File: config.mk
export PLATFORM = sky130hd
export DESIGN_NAME = shared_mult_scheduler
export DESIGN_NICKNAME = d
export VERILOG_FILES = /design/src/rtl/shared_mult_scheduler.sv
export SDC_FILE = /design/constraint.sdc
export NUM_CORES = 1
export LEC_CHECK = 0
export ABC_AREA = 1
export CAP_MARGIN = 10
export CELL_PAD_IN_SITES_DETAIL_PLACEMENT = 1
export CELL_PAD_IN_SITES_GLOBAL_PLACEMENT = 2
export CORE_MARGIN = 1
export CORE_UTILIZATION = 28
export DETAILED_ROUTE_END_ITERATION = 6
export GPL_TIMING_DRIVEN = 0
export PLACE_DENSITY = 0.82
export SYNTH_ARGS = -nofsm -noshare
export SYNTH_HDL_FRONTEND = slang
export SYNTH_SLANG_ARGS = --single-unit
File: constraint.sdc
create_clock -name clk -period 2.3 [get_ports clk]
set_input_delay 0.46 -clock clk [delete_from_list [all_inputs] [get_ports clk]]
set_output_delay 0.46 -clock clk [all_outputs]
set_load 0.1 [all_outputs]
File: src/rtl/shared_mult_scheduler.sv
// Two-requester shift-add 8x8 multiplier with round-robin arbitration.
// Define MULT_EARLY_TERM_EN to finish RUN once no higher b bits remain.
module shared_mult_scheduler (
  input  logic       clk,
  input  logic       rst,
  input  logic       req0,
  input  logic       req1,
  input  logic [7:0] a0,
  input  logic [7:0] b0,
  input  logic [7:0] a1,
  input  logic [7:0] b1,
  input  logic       result_ready,
  output logic       gnt0,
  output logic       gnt1,
  output logic [7:0] result,
  output logic       result_id,
  output logic       result_valid,
  output logic       busy
);

  typedef enum logic [1:0] {
    IDLE,
    RUN,
    DONE
  } state_t;

  state_t     state;
  state_t     state_nx;
  logic [2:0] step;
  logic [7:0] a_reg;
  logic [7:0] b_reg;
  logic [7:0] acc;
  logic [7:0] addend;
  logic       last;
  logic       owner;
  logic       win;
  logic       accept;
  logic       step_last;

  // Arbitration: sole requester wins, a tie goes to the one not served last
  always_comb begin
    win    = (req0 && req1) ? ~last : req1;
    accept = (state == IDLE) && (req0 || req1);
    addend = a_reg << step;
`ifdef MULT_EARLY_TERM_EN
    step_last = (b_reg >> step) <= 8'd1;
`else
    step_last = (step == 3'd7);
`endif
  end

  // State register
  always_ff @(posedge clk or posedge rst) begin
    if (rst) state <= IDLE;
    else     state <= state_nx;
  end

  // Next-state logic
  always_comb begin
    state_nx = state;
    unique case (state)
      IDLE: if (accept)       state_nx = RUN;
      RUN:  if (step_last)    state_nx = DONE;
      DONE: if (result_ready) state_nx = IDLE;
      default:                state_nx = IDLE;
    endcase
  end

  // Datapath: operand capture, shift-add steps and grant pulses
  always_ff @(posedge clk or posedge rst) begin
    if (rst) begin
      step  <= 3'd0;
      a_reg <= 8'd0;
      b_reg <= 8'd0;
      acc   <= 8'd0;
      last  <= 1'b1;
      owner <= 1'b0;
      gnt0  <= 1'b0;
      gnt1  <= 1'b0;
    end else begin
      gnt0 <= 1'b0;
      gnt1 <= 1'b0;
      if (accept) begin
        a_reg <= win ? a1 : a0;
        b_reg <= win ? b1 : b0;
        acc   <= 8'd0;
        step  <= 3'd0;
        last  <= win;
        owner <= win;
        gnt0  <= ~win;
        gnt1  <= win;
      end else if (state == RUN) begin
        if (b_reg[step]) acc <= acc + addend;
        step <= step + 3'd1;
      end
    end
  end

  // Outputs decoded from state and registers
  always_comb begin
    result       = acc;
    result_id    = owner;
    result_valid = (state == DONE);
    busy         = (state != IDLE);
  end

endmodule

==> results of run 1 <==
[through the flow]
stage | util (%) | worst slack, ns | hold slack [ns]
finish | 40.53 | 0.07275 | 0.4656
detailed placement | 37.81 | -0.05323 | 0.4581
global placement | 37.43 | -0.01542 | 0.4545
CTS | 39.04 | 0.0008903 | 0.4693
floorplan | - | 0.1455 | 0.4431
global route | 40.53 | -0.08523 | 0.4965
[report_power, final]
| group | switching (µW) | internal, µW |
|---|---|---|
| registers | 231 | 863 |
| clock network | 217 | 244 |
| logic | 2080 | 1170 |
| total | 2530 | 2280 |
[logic make-up (layout without fill, tap and decap cells)]
| kind of cell | count (synthesis) | after routing | share of synthesized area (%) |
|---|---|---|---|
| fa+ha+maj | 10 | 10 | 6.359 |
| buf+inv | 30 | 94 | 7.378 |
| simple gates | 173 | 173 | 38.57 |
| xor+xnor | 3 | 3 | 1.260 |
| flops | 33 | 33 | 39.65 |
| compound gates | 22 | 22 | 6.299 |
| mux | 1 | 1 | 0.4799 |
[repair_timing]
item | in CTS | in global routing
resized for setup | 7 | 19
setup endpoints to repair | 6 | 9
setup buffers | 0 | 6
pin swaps | 0 | 5
[final cells by class]
class | instances | area [µm²]
Fill cell | 882 | 4290
Multi-Input combinational cell | 209 | 1154
Sequential cell | 33 | 828.3
Timing Repair Buffer | 56 | 570.5
Tap cell | 99 | 123.9
Inverter | 23 | 91.34
Clock buffer | 8 | 90.09
Buffer | 7 | 66.31
[Yosys cell counts]
cell type	count
xnor2_1	3
buf_4	1
a31oi_1	1
nand3b_1	2
fa_1	1
ha_1	9
nor2_4	5
dfstp_2	1
nand4_1	1
nor2_1	16
buf_6	4
nand3_2	6
inv_4	2
o211ai_1	4
o22ai_1	3
mux2i_1	1
dfrtp_1	32
nand3_4	1
inv_2	6
o21ai_2	1
o31ai_1	1
inv_1	15
o21ai_0	8
nand2_4	1
nand2_2	4
buf_2	2
a21oi_1	4
nand2_1	106
nand3_1	31
[tightest hold or removal path, delay by kind of cell, from the launching register on]
kind | cells | cell delay (ns)
AND/OR/NAND/NOR | 2 | 0.09
flip-flops | 1 | 0.37
[layer usage]
metal	global-route usage, %	vias up	share of wire (%)
li1	-	1000	-
met1	21.39	902	48
met2	27.34	39	48
met3	2.612	5	3.3
met4	3.959	0	1.1
met5	0	-	0
[final timing paths]
check | from | to | slack (ns) | cells past startpoint
min reg2reg | last | last | 0.47 | 2
min in group asynchronous | rst | result[3] | 0.51 | 2
max reg2reg | step[0] | result[7] | 0.13 | 14
min | last | last | 0.47 | 2
max | gnt1 | gnt1 | 0.07 | 1
max in group asynchronous | rst | last | 1.20 | 3
==> results.ini, run 1 <==
[grt]
first_global_vias = 2057
grt_pass1_wl_mm = 9.742
globalRouteTotalUtil_pct = 16.11
grt_overflow_total = 0
grt_max_degree = 24
antenna_found_initial = 0

[final_layout]
area_growth_syn_to_layout_pct = 40.19
antennaDiodeCount = 0
fin_nets = 382
final_area_um2 = 2924
mostFrequentLayoutCells = 105 x nand2_1, 39 x clkdlybuf4s50_1, 31 x dfrtp_1
fin_cells = 435
drive_gt1_share_pct = 17.56
layout_commonest_cell = nand2_1

[sta]
hold_viol_final = 0
worst_pin_slew_ns = 0.9769
fin_crit_ns = 2.227
rsz0062_at_grt = yes
fin_setup_tns_ns = 0
relSlewSlack_pct = 34.67
skew_ns = 0.007022
period_share_pct = 96.84
setup_viol = 0
maxSlewViolCount = 0
fmax_ghz = 0.4490

[cts]
cts_sinks = 33
cts_max_level = 2
cts_tree = yes
root_buffer = clkbuf_8
hold_buffers = 0
clk_latency_ns = 0.29
cts.clk_slew.worst_paths_ns = 0.07
numCtsBuffers = 5
cts_max_path_buffers = 2

[yosys]
syn-instance-count = 272
synth.area.top_cells = dfrtp_1 38%, nand2_1 19%, nand3_1 7.4%
synth_nets = 319
synth_top_area_share_pct = 38.39
ys_seq_area_share_pct = 39.65
syn-cell-area_um2 = 2086
synth_warnings = 0
synth_area_per_cell_um2 = 7.668
synth_seq_cells = 33
yosys.area.top_type = dfrtp_1
ys_types = 29

[worst_setup_path]
cpPeakStageDelay_ns = 1.14
cp_slowest_cell = clkdlybuf4s50_1
crit_family = buffers and inverters
cp_num_buf_inv = 1
worstPathArrival_ns = 1.77
crit_chain = clkdlybuf4s50_1
crit_required_ns = 1.84
crit_fanout = 1
setup.worst_path.start_class = register
cp-end-kind = output port
critPathKind = reg2out

[detailed_routing]
vias = 1946
drt_wl_total_mm = 5.651
ant_nets = 0
drtIter0Drc = 30
drc = 0
viasPerCell = 4.474
routedWlPerCell_um = 12.99
dr.pass1.iters = 4

[power]
power_uw = 4808
p_per_area_nw_per_um2 = 1644
p_leak_uw = 0.001450
ir_drop_uv = 609.4

[die]
die_w_um = 88.31
die-area_um2 = 7799
ios = 50
rows = 31
die_h_um = 88.31
start_util_pct = 28.91
core_um2 = 7214

[hold_path]
min_path_type = reg2reg

[placed_design]
place_area_um2 = 2728
dp_hpwl_mm = 4.451
port_buffers = 49
place_congestion = 0.7562
place_inst = 421

[outcome]
outcome = finished, final reports clean

[flow_run]
maxCapViolCount = 0

No activity file was read; power rests on OpenSTA's default activity.
==> run 2, diff against run 1 <==
--- a/config.mk
+++ b/config.mk
@@ -10,10 +10,11 @@
 export CELL_PAD_IN_SITES_DETAIL_PLACEMENT = 1
 export CELL_PAD_IN_SITES_GLOBAL_PLACEMENT = 2
 export CORE_MARGIN = 1
-export CORE_UTILIZATION = 28
+export CORE_UTILIZATION = 35
 export DETAILED_ROUTE_END_ITERATION = 6
+export DONT_BUFFER_PORTS = 1
 export GPL_TIMING_DRIVEN = 0
-export PLACE_DENSITY = 0.82
+export PLACE_DENSITY = 0.8
 export SYNTH_ARGS = -nofsm -noshare
 export SYNTH_HDL_FRONTEND = slang
 export SYNTH_SLANG_ARGS = --single-unit
==> results.ini, run 2 (same netlist as run 1, synthesis figures left out) <==
[cts]
cts_max_path_buffers = 2  ; unchanged
root_buffer = clkbuf_8  ; unchanged
cts_tree = yes  ; unchanged
cts.clk_slew.worst_paths_ns = 0.07  ; about the same
numCtsBuffers = 5  ; unchanged
cts_max_level = 2  ; unchanged
clk_latency_ns = 0.29  ; about the same
cts_sinks = 33  ; unchanged
hold_buffers = 0  ; unchanged

[detailed_routing]
viasPerCell = 5.115  ; was 4.474
drt_wl_total_mm = 5.622  ; was 5.651 mm
ant_nets = 0  ; unchanged
routedWlPerCell_um = 15.40  ; was 12.99 µm
drtIter0Drc = 52  ; was 30
vias = 1867  ; was 1946
drc = 0  ; unchanged
dr.pass1.iters = 4  ; unchanged

[outcome]
outcome = finished, final reports clean  ; unchanged

[sta]
fin_ws_ns = 0.08917  ; was 0.07275 ns
rsz0062_at_grt = yes  ; unchanged
hold_viol_final = 0  ; unchanged
whs_ns = 0.1039  ; was 0.4656 ns
relSlewSlack_pct = 29.48  ; was 34.67%
maxSlewViolCount = 0  ; unchanged
setup_viol = 0  ; unchanged
skew_ns = 0.006916  ; was 0.007022 ns
fin_crit_ns = 2.211  ; was 2.227 ns
fmax_ghz = 0.4523  ; was 0.4490 GHz
worst_pin_slew_ns = 1.057  ; was 0.9769 ns
period_share_pct = 96.12  ; was 96.84%

[grt]
first_global_vias = 1927  ; was 2057
antenna_found_initial = 0  ; unchanged
grt_pass1_wl_mm = 9.101  ; was 9.742 mm
globalRouteTotalUtil_pct = 19.08  ; was 16.11%
grt_overflow_total = 0  ; unchanged
grt_max_degree = 23  ; was 24

[die]
start_util_pct = 37.19  ; was 28.91%
rows = 27  ; was 31
die_w_um = 79.20  ; was 88.31 µm
die-area_um2 = 6272  ; was 7799 µm²
ios = 50  ; unchanged
core_um2 = 5608  ; was 7214 µm²
die_h_um = 79.20  ; was 88.31 µm

[placed_design]
place_ws_ns = -0.1383  ; was -0.05323 ns
place_congestion = 0.8171  ; was 0.7562
place_area_um2 = 2206  ; was 2728 µm²
port_buffers = 0  ; was 49
dp_hpwl_mm = 4.165  ; was 4.451 mm

[worst_setup_path]
setup.worst_path.start_class = register  ; unchanged
cp_num_buf_inv = 0  ; was 1
cp-end-kind = register  ; was output port
crit_family = adder cells  ; was buffers and inverters
crit_chain = ha_1, fa_1, nand4_1, o211ai_1, nor2_1, nor2_1, nand2_1, nand2_1  ; was clkdlybuf4s50_1
worstPathArrival_ns = 2.39  ; was 1.77 ns
crit_required_ns = 2.48  ; was 1.84 ns
cpPeakStageDelay_ns = 0.75  ; was 1.14 ns
critPathKind = reg2reg  ; was reg2out
cp_slowest_cell = dfrtp_1  ; was clkdlybuf4s50_1
crit_fanout = 3  ; was 1

[final_layout]
seq_area_um2 = 828.3  ; unchanged
antennaDiodeCount = 0  ; unchanged
fill_cells = 706  ; was 882
layout_commonest_cell = nand2_1  ; unchanged
area_growth_syn_to_layout_pct = 20.64  ; was 40.19%
drive_gt1_share_pct = 23.89  ; was 17.56%
final_area_um2 = 2516  ; was 2924 µm²
multi_input_area_um2 = 1187  ; was 1154 µm²
fin_nets = 339  ; was 382
mostFrequentLayoutCells = 104 x nand2_1, 31 x dfrtp_1, 29 x nand3_1  ; was 105 x nand2_1, 39 x clkdlybuf4s50_1, 31 x dfrtp_1

[flow_run]
maxCapViolCount = 0  ; unchanged

[hold_path]
min_path_type = in2async  ; was reg2reg

run 2: changes by cell type in the layout (fill, tap and decap cells not counted), sizes merged:
cell,previous run,this run
bufinv,0,1
dlygate4sd2,4,0
clkdlybuf4s15,1,0
clkdlybuf4s50,39,0
dlymetal6s2s,5,0
buf,14,19
run 2: final cells by class:
type	count	share of cell area (%)
Buffer	6	2.188
Clock buffer	7	3.431
Clock inverter	1	1.193
Inverter	23	3.829
Multi-Input combinational cell	209	47.19
Sequential cell	33	32.92
Tap cell	72	3.580
Timing Repair Buffer	14	5.669
run 2: metrics by stage:
stage | TNS [ns] | std cells | utilization [%]
after global routing | -0.1769 | 365 | 44.87
after global placement | -0.1005 | 344 | 38.80
final | 0 | 365 | 44.87
after CTS | 0 | 358 | 42.30
after detailed placement | -0.1383 | 345 | 39.34
after floorplan | 0 | 272 | -
run 2: timing repair:
| action | in CTS | in global routing |
|---|---|---|
| endpoints found under the setup margin | 1 | 3 |
| pin swaps | 3 | 9 |
| buffers inserted | 5 | 7 |
| endpoints found under the hold margin | 0 | 0 |
| gates cloned | 0 | 1 |
| gates resized for setup | 5 | 17 |
run 2: layer usage:
metal  vias to the layer above  share of wire [%]  GRT usage (%)
met5                         -                  0              0
met4                         0                1.1          6.000
met3                         6                5.2          4.253
met2                        45                 47          31.98
met1                       892                 47          24.27
li1                        924                  -              -
run 2: final timing paths:
| kind | slack, ns | end | startpoint | cells past startpoint |
|---|---|---|---|---|
| max in group asynchronous | 1.68 | step[0] | rst | 2 |
| min | 0.10 | state[1] | rst | 1 |
| max reg2reg | 0.09 | result[6] | result[0] | 8 |
| max | 0.09 | result[6] | result[0] | 8 |
| min in group clk | 0.25 | state[1] | result_ready | 1 |
| min reg2reg | 0.48 | last | last | 2 |
run 2: worst register-to-register path, cell delays in order (launching register included):
cell      delay, ns
dfrtp_1        0.75
ha_1           0.44
fa_1           0.44
nand4_1        0.12
o211ai_1       0.10
nor2_1         0.11
nor2_1         0.05
nand2_1        0.05
nand2_1        0.05
Power of run 2 is left out: the tool's default activity adds up to more than one toggle a clock period on the data nets, which glitch-free logic cannot reach.
